--- src/rtl/dac_spi_rx_pkg.sv ---
// ============================================================================
// Module  : dac_rx_pkg
// Purpose : Shared frame field positions, FSM encoding and size defaults for
//           the MCP4922-style DAC stream receiver.
// Rev     : 1.0  initial release
// ============================================================================
`default_nettype none

package dac_rx_pkg;

    localparam int DEF_WORD_BITS = 16;
    localparam int DEF_DATA_BITS = 12;

    localparam int AB_BIT   = 15;
    localparam int BUF_BIT  = 14;
    localparam int GA_BIT   = 13;
    localparam int SHDN_BIT = 12;

    typedef enum logic [0:0] {
        IDLE  = 1'b0,
        SHIFT = 1'b1
    } state_e;

endpackage

`default_nettype wire

--- src/rtl/dac_spi_rx_if.sv ---
// ============================================================================
// Module  : dac_spi_rx_if
// Purpose : DAC SPI pins plus decoded channel outputs; master drives the SPI
//           side, slave (the receiver) drives the decoded side.
// Rev     : 1.0  initial release
// ============================================================================
`default_nettype none

interface dac_spi_rx_if
    import dac_rx_pkg::*;
#(
    parameter int DATA_BITS = DEF_DATA_BITS,
    parameter int CNT_W     = 16
);
    logic                 dac_csn;
    logic                 dac_sclk;
    logic                 dac_mosi;
    logic                 dac_latchn;
    logic [DATA_BITS-1:0] ch_a_code;
    logic [DATA_BITS-1:0] ch_b_code;
    logic                 ch_a_on;
    logic                 ch_b_on;
    logic                 out_valid;
    logic                 frame_err;
    logic                 busy;
    logic [CNT_W-1:0]     good_cnt;
    logic [CNT_W-1:0]     err_cnt;

    modport master (
        output dac_csn, dac_sclk, dac_mosi, dac_latchn,
        input  ch_a_code, ch_b_code, ch_a_on, ch_b_on,
        input  out_valid, frame_err, busy, good_cnt, err_cnt
    );

    modport slave (
        input  dac_csn, dac_sclk, dac_mosi, dac_latchn,
        output ch_a_code, ch_b_code, ch_a_on, ch_b_on,
        output out_valid, frame_err, busy, good_cnt, err_cnt
    );
endinterface

`default_nettype wire

--- src/rtl/dac_spi_rx_sync_edge.sv ---
// ============================================================================
// Module  : sync_edge
// Purpose : Multi-flop synchronizer for one asynchronous pin with rise/fall
//           detection against the one-cycle-delayed synchronized value.
// Rev     : 1.0  initial release
// ============================================================================
`default_nettype none

module sync_edge #(
    parameter int STAGES = 2
) (
    input  wire logic clk,
    input  wire logic rst_n,
    input  wire logic d_i,
    output logic      q_o,
    output logic      rise_o,
    output logic      fall_o
);
    logic [STAGES-1:0] sync_q;
    logic              prev_q;

    always_ff @(posedge clk or negedge rst_n) begin
        if (!rst_n) begin
            sync_q <= '0;
            prev_q <= 1'b0;
        end else begin
            sync_q <= {sync_q[STAGES-2:0], d_i};
            prev_q <= sync_q[STAGES-1];
        end
    end

    assign q_o    = sync_q[STAGES-1];
    assign rise_o =  sync_q[STAGES-1] & ~prev_q;
    assign fall_o = ~sync_q[STAGES-1] &  prev_q;
endmodule

`default_nettype wire

--- src/rtl/dac_spi_rx.sv ---
// ============================================================================
// Module  : dac_spi_rx
// Purpose : Oversampled SPI slave decoding a dual-channel DAC stream into
//           latched 12-bit codes. Optional statistics: DAC_RX_STATS_EN.
// Rev     : 1.0  initial release
// ============================================================================
`default_nettype none

module dac_spi_rx
    import dac_rx_pkg::*;
#(
    parameter int WORD_BITS   = DEF_WORD_BITS,
    parameter int DATA_BITS   = DEF_DATA_BITS,
    parameter int SYNC_STAGES = 2,
    parameter int CNT_W       = 16
) (
    input  wire logic   clk,
    input  wire logic   reset,
    dac_spi_rx_if.slave bus
);
    localparam int            CW     = $clog2(WORD_BITS + 2);
    localparam logic [CW-1:0] C_FULL = CW'(WORD_BITS);
    localparam logic [CW-1:0] C_SAT  = CW'(WORD_BITS + 1);

    logic csn_s,    csn_rise,    csn_fall;
    logic sclk_s,   sclk_rise,   sclk_fall;
    logic latchn_s, latchn_rise, latchn_fall;
    logic mosi_s,   mosi_rise,   mosi_fall;

    sync_edge #(.STAGES(SYNC_STAGES)) u_sync_csn (
        .clk(clk), .rst_n(reset), .d_i(bus.dac_csn),
        .q_o(csn_s), .rise_o(csn_rise), .fall_o(csn_fall)
    );
    sync_edge #(.STAGES(SYNC_STAGES)) u_sync_sclk (
        .clk(clk), .rst_n(reset), .d_i(bus.dac_sclk),
        .q_o(sclk_s), .rise_o(sclk_rise), .fall_o(sclk_fall)
    );
    sync_edge #(.STAGES(SYNC_STAGES)) u_sync_latchn (
        .clk(clk), .rst_n(reset), .d_i(bus.dac_latchn),
        .q_o(latchn_s), .rise_o(latchn_rise), .fall_o(latchn_fall)
    );
    sync_edge #(.STAGES(SYNC_STAGES)) u_sync_mosi (
        .clk(clk), .rst_n(reset), .d_i(bus.dac_mosi),
        .q_o(mosi_s), .rise_o(mosi_rise), .fall_o(mosi_fall)
    );

    state_e               state_q;
    logic [CW-1:0]        bitcnt_q;
    logic [WORD_BITS-1:0] shift_q;
    logic [DATA_BITS:0]   in_a_q, in_a_d;
    logic [DATA_BITS:0]   in_b_q, in_b_d;
    logic [DATA_BITS-1:0] a_code_q, b_code_q;
    logic                 a_on_q, b_on_q;
    logic                 valid_q, ferr_q;

    logic                 commit, abort;
    logic [DATA_BITS:0]   word_val;
    logic                 frame_buf, frame_ga;

    assign frame_buf = shift_q[BUF_BIT];
    assign frame_ga  = shift_q[GA_BIT];

    // Input regs hold {SHDN, code}; the _d values double as the latch bypass.
    always_comb begin
        word_val = {shift_q[SHDN_BIT], shift_q[DATA_BITS-1:0]};
        commit   = (state_q == SHIFT) && csn_rise && (bitcnt_q == C_FULL);
        abort    = (state_q == SHIFT) && csn_rise && (bitcnt_q != C_FULL);
        in_a_d   = in_a_q;
        in_b_d   = in_b_q;
        if (commit) begin
            if (shift_q[AB_BIT]) begin
                in_b_d = word_val;
            end else begin
                in_a_d = word_val;
            end
        end
    end

    always_ff @(posedge clk or negedge reset) begin
        if (!reset) begin
            state_q  <= IDLE;
            bitcnt_q <= '0;
            shift_q  <= '0;
            in_a_q   <= '0;
            in_b_q   <= '0;
            a_code_q <= '0;
            b_code_q <= '0;
            a_on_q   <= 1'b0;
            b_on_q   <= 1'b0;
            valid_q  <= 1'b0;
            ferr_q   <= 1'b0;
        end else begin
            valid_q <= latchn_fall;
            ferr_q  <= abort;
            in_a_q  <= in_a_d;
            in_b_q  <= in_b_d;
            if (latchn_fall) begin
                {a_on_q, a_code_q} <= in_a_d;
                {b_on_q, b_code_q} <= in_b_d;
            end
            case (state_q)
                IDLE: begin
                    if (csn_fall) begin
                        state_q  <= SHIFT;
                        bitcnt_q <= '0;
                        shift_q  <= '0;
                    end
                end
                SHIFT: begin
                    if (csn_rise) begin
                        state_q <= IDLE;
                    end else if (sclk_rise) begin
                        shift_q <= {shift_q[WORD_BITS-2:0], mosi_s};
                        if (bitcnt_q != C_SAT) begin
                            bitcnt_q <= bitcnt_q + 1'b1;
                        end
                    end
                end
                default: state_q <= IDLE;
            endcase
        end
    end

`ifdef DAC_RX_STATS_EN
    logic [CNT_W-1:0] good_q, err_q;

    always_ff @(posedge clk or negedge reset) begin
        if (!reset) begin
            good_q <= '0;
            err_q  <= '0;
        end else begin
            if (commit) good_q <= good_q + CNT_W'(1);
            if (abort)  err_q  <= err_q  + CNT_W'(1);
        end
    end

    assign bus.good_cnt = good_q;
    assign bus.err_cnt  = err_q;
`else
    assign bus.good_cnt = '0;
    assign bus.err_cnt  = '0;
`endif

    assign bus.ch_a_code = a_code_q;
    assign bus.ch_b_code = b_code_q;
    assign bus.ch_a_on   = a_on_q;
    assign bus.ch_b_on   = b_on_q;
    assign bus.out_valid = valid_q;
    assign bus.frame_err = ferr_q;
    assign bus.busy      = (state_q == SHIFT);

    logic unused_sigs;
    assign unused_sigs = &{1'b0, csn_s, sclk_s, sclk_fall, latchn_s, latchn_rise,
                           mosi_rise, mosi_fall, frame_buf, frame_ga};
endmodule

`default_nettype wire

--- src/flat_wrapper.sv ---
// flat-port wrapper written by rule: the top's interface ports become plain ports
module dac_spi_rx_flat import dac_rx_pkg::*;
#(
    parameter int WORD_BITS   = DEF_WORD_BITS,
    parameter int DATA_BITS   = DEF_DATA_BITS,
    parameter int SYNC_STAGES = 2,
    parameter int CNT_W       = 16
)
  (clk, reset, bus_dac_csn, bus_dac_sclk, bus_dac_mosi, bus_dac_latchn, bus_ch_a_code, bus_ch_b_code, bus_ch_a_on, bus_ch_b_on, bus_out_valid, bus_frame_err, bus_busy, bus_good_cnt, bus_err_cnt);
  dac_spi_rx_if #(.DATA_BITS(DATA_BITS), .CNT_W(CNT_W)) bus_i ();
  input  wire logic clk;
  input  wire logic reset;
  input wire logic [$bits(bus_i.dac_csn)-1:0] bus_dac_csn;
  input wire logic [$bits(bus_i.dac_sclk)-1:0] bus_dac_sclk;
  input wire logic [$bits(bus_i.dac_mosi)-1:0] bus_dac_mosi;
  input wire logic [$bits(bus_i.dac_latchn)-1:0] bus_dac_latchn;
  output wire logic [$bits(bus_i.ch_a_code)-1:0] bus_ch_a_code;
  output wire logic [$bits(bus_i.ch_b_code)-1:0] bus_ch_b_code;
  output wire logic [$bits(bus_i.ch_a_on)-1:0] bus_ch_a_on;
  output wire logic [$bits(bus_i.ch_b_on)-1:0] bus_ch_b_on;
  output wire logic [$bits(bus_i.out_valid)-1:0] bus_out_valid;
  output wire logic [$bits(bus_i.frame_err)-1:0] bus_frame_err;
  output wire logic [$bits(bus_i.busy)-1:0] bus_busy;
  output wire logic [$bits(bus_i.good_cnt)-1:0] bus_good_cnt;
  output wire logic [$bits(bus_i.err_cnt)-1:0] bus_err_cnt;
  assign bus_i.dac_csn = bus_dac_csn;
  assign bus_i.dac_sclk = bus_dac_sclk;
  assign bus_i.dac_mosi = bus_dac_mosi;
  assign bus_i.dac_latchn = bus_dac_latchn;
  assign bus_ch_a_code = bus_i.ch_a_code;
  assign bus_ch_b_code = bus_i.ch_b_code;
  assign bus_ch_a_on = bus_i.ch_a_on;
  assign bus_ch_b_on = bus_i.ch_b_on;
  assign bus_out_valid = bus_i.out_valid;
  assign bus_frame_err = bus_i.frame_err;
  assign bus_busy = bus_i.busy;
  assign bus_good_cnt = bus_i.good_cnt;
  assign bus_err_cnt = bus_i.err_cnt;
  dac_spi_rx #(.WORD_BITS(WORD_BITS), .DATA_BITS(DATA_BITS), .SYNC_STAGES(SYNC_STAGES), .CNT_W(CNT_W)) u_core (.clk(clk), .reset(reset), .bus(bus_i));
endmodule
--- config.mk ---
export PLATFORM = sky130hd
export DESIGN_NAME = dac_spi_rx_flat
export DESIGN_NICKNAME = d
export VERILOG_FILES = /design/src/rtl/dac_spi_rx_pkg.sv /design/src/rtl/dac_spi_rx_if.sv /design/src/rtl/dac_spi_rx_sync_edge.sv /design/src/rtl/dac_spi_rx.sv /design/src/flat_wrapper.sv
export SDC_FILE = /design/constraint.sdc
export NUM_CORES = 1
export LEC_CHECK = 0
export ABC_AREA = 1
export CAP_MARGIN = 25
export CORE_MARGIN = 2
export CORE_UTILIZATION = 58
export CTS_CLUSTER_DIAMETER = 100
export DETAILED_ROUTE_END_ITERATION = 16
export DONT_BUFFER_PORTS = 1
export GPL_ROUTABILITY_DRIVEN = 0
export GPL_TIMING_DRIVEN = 0
export PLACE_DENSITY = 0.74
export SYNTH_ARGS = -nofsm -noshare
export SYNTH_HDL_FRONTEND = slang
export SYNTH_SLANG_ARGS = --single-unit
--- constraint.sdc ---
create_clock -name clk -period 4.3 [get_ports clk]
set_clock_uncertainty 0.15 [all_clocks]
set_input_delay 0.43 -clock clk [delete_from_list [all_inputs] [get_ports clk]]
set_output_delay 0.43 -clock clk [all_outputs]
set_load 0.005 [all_outputs]
==> reports/metrics.yaml <==
status: "finished clean"
yosys-mux-area-fraction_pct: 0
critPathMaxStageDelay_ns: 0.44
grt_pass1_vias: 3177
placed_area_mm2: 0.004576
crit_arrival_ns: 1.98
finalWirelength_mm: 8.655
start_util_pct: 59.77
hp-start: "u_core.u_sync_csn.sync_q[0]$_DFF_PN0_"
synthXorXnorAreaFrac_pct: 0.2020
path_cells: "inv_1, ha_1, nand2_1, nor2_4, buf_4, nand3_1, and2_1"
netlist_area_mm2: 0.004335
final_net_count: 612
antenna_found_initial: 0
synth-edff-count: 0
timing.final.crit_share_pct: 43.67
die_x_um: 90.46
fin_setup_tns_ns: 0
dieArea_mm2: 0.008182
cts.sinks: 87
ys.flop_type: "dfrtp_1"
cp_max_fo: 10
finalNonFillerCells: 706
wl_per_cell_um: 12.26
io_buffer_count: 0
drt-initial-drc-count: 218
worstSetupStartpoint: "u_core.bitcnt_q[0]$_DFFE_PN0P_"
grt_usage_pct: 22.94
crit_path_end_kind: "register"
path_class: "register to register"
cts-resized-gates: 0
leakagePower_nw: 2.885
die_y_um: 90.46
diodes: 0
clockBufferDepth: 2
critPathSlowestCell: "dfrtp_1"
ant_nets: 0
syn_area_per_cell_um2: 7.812
synth-async-reset-ratio_pct: 100.0
rsz0062_at_grt: "false"
via_per_inst: 4.674
synth_seq_cells: 87
cp.buffers_inverters: 2
worst_ep_required_time_ns: 4.40
worst_pin_slew_ns: 0.5403
layout-drive-gt1-share_pct: 12.36
clkLatencyLatePin_ns: 0.36
startpoint_type: "register"
drt_pre_antenna_iters: 4
synth_compound_area_share_pct: 2.280
drc: 0
maxCapViolCount: 0
hold_class: "register to register"
core-area_mm2: 0.007253
htreeDepth: 3
period_needed_ns: 1.878
clkTransAtPathRegs_ns: 0.08
synth_top_area_cell: "dfrtp_1"
yosysUniqueCellTypes: 22
setup_viol: 0
clock.fmax_ghz: 0.5326
drv_slew: 0
grt_pass1_wl_mm: 14.93
seq_area_frac_synth_pct: 50.22
synth_common_cells: "163 x nand2_1, 87 x dfrtp_1, 76 x inv_1"
synth_top_area_share_pct: 50.22
syn_inst: 555
yosysWarnings: 0
yosys.area_share.simple_pct: 31.02
dp_hpwl_mm: 5.978
grt_max_degree: 88
synth.most_common_cell: "nand2_1"
syn_to_final_growth_pct: 12.99
grt-ovfl-total: 0
hold_viol_final: 0
vias: 3300
cts_root_buf: "clkbuf_8"
crit_family: "simple AND/OR/NAND/NOR gates"
netlist_top_cells_area: "dfrtp_1 50%, nand2_1 14%, inv_1 6.6%"
tritoncts: "yes"
post_cts_buffers: 0
peakVddDrop_mv: 0.2746
synth_top_family_by_area: "simple AND/OR/NAND/NOR gates"
num_rows: 31
dp.cells: 685
worstReg2RegStart: "u_core.bitcnt_q[0]$_DFFE_PN0P_"
synth_fa_ha_area_share_pct: 0.8658
pin_count: 67
design_area_mm2: 0.004898
power_mw: 1.709
cts_buffers: 9
power-per-cell-area_mw_per_mm2: 348.8
slew_headroom_pct: 63.98
path summary, 6_finish.rpt:
kind | endpoint | cells after the start | slack [ns]
max in group asynchronous | u_core.bus.ch_b_code[8]$_DFFE_PN0P_ | 2 | 3.16
worst max-delay path | u_core.in_b_q[6]$_DFF_PN0_ | 7 | 2.42
worst min register to register | u_core.u_sync_csn.sync_q[1]$_DFF_PN0_ | 0 | 0.20
min in group asynchronous | u_core.in_a_q[5]$_DFF_PN0_ | 2 | 0.49
worst min-delay path | u_core.u_sync_csn.sync_q[1]$_DFF_PN0_ | 0 | 0.20
worst max register to register | u_core.in_b_q[6]$_DFF_PN0_ | 7 | 2.42
per-layer routing:
layer,wire (um),GRT usage (%),up-vias
met5,0,0,-
met2,4090,37.41,81
met4,161,8.590,0
met1,3992,30.30,1513
li1,-,-,1687
met3,410,5.008,19
worst register-to-register path, cell delays in order, from the launching register on:
cell and delay (ns):
dfrtp_1 0.44, inv_1 0.09, ha_1 0.16, nand2_1 0.09, nor2_4 0.31, buf_4 0.25, nand3_1 0.12, and2_1 0.17
report_power, final:
part | switching (mW) | total, mW | internal (mW)
clock | 0.275 | 0.690 | 0.415
combinational | 0.0979 | 0.155 | 0.0567
sequential | 0.0252 | 0.864 | 0.839
through the flow:
stage	util, %	hold slack (ns)	setup WS (ns)
floorplan	-	-0.01559	2.704
global placement	63.08	-0.01251	2.495
detailed placement	63.08	-0.01257	2.439
CTS	67.53	0.2031	2.421
global route	67.53	0.2105	2.309
finish	67.53	0.2001	2.422
cell usage in the layout, fill, tap and decap left out, types with 4 or more instances in the layout:
cell type / count
nand2_1: 163
dfrtp_1: 87
inv_1: 76
nor2_1: 61
nand3_1: 56
buf_4: 35
conb_1: 32
and2_1: 26
o21ai_1: 16
buf_2: 12
clkbuf_8: 11
dlygate4sd3_1: 5
clkbuf_1: 4
sequential cells by signal (all words and copies together), names as in the netlist, 2 cells and up:
signal / count
u_core.bitcnt_q: 5
u_core.shift_q: 16
u_core.u_sync_latchn.sync_q: 2
u_core.bus.ch_a_code: 12
u_core.u_sync_sclk.sync_q: 2
u_core.u_sync_csn.sync_q: 2
u_core.in_a_q: 13
u_core.in_b_q: 13
u_core.bus.ch_b_code: 12
u_core.u_sync_mosi.sync_q: 2
what timing repair did:
| item | CTS | global route |
|---|---|---|
| setup endpoints to repair | 0 | 0 |
| endpoints found under the hold margin | 91 | 0 |
| hold buffers | 6 | 0 |
logic make-up after synthesis:
group                    Yosys count
AO/OA/AOI/OAI                     19
XOR/XNOR                           1
adder cells (fa/ha/maj)            3
buffers and inverters            132
flip-flops                        87
other                              1
AND/OR/NAND/NOR                  312
final cells by class:
| cell class | count | area (um2) |
|---|---|---|
| fill | 619 | 2355 |
| sequential | 87 | 2177 |
| multi-input combinational | 367 | 1610 |
| buffer | 53 | 367.9 |
| inverter | 79 | 296.5 |
| clock buffer | 12 | 155.1 |
| tap | 99 | 123.9 |
| clock inverter | 3 | 90.09 |
| timing repair buffer | 6 | 77.57 |
Power figures use the tool's default switching activity.
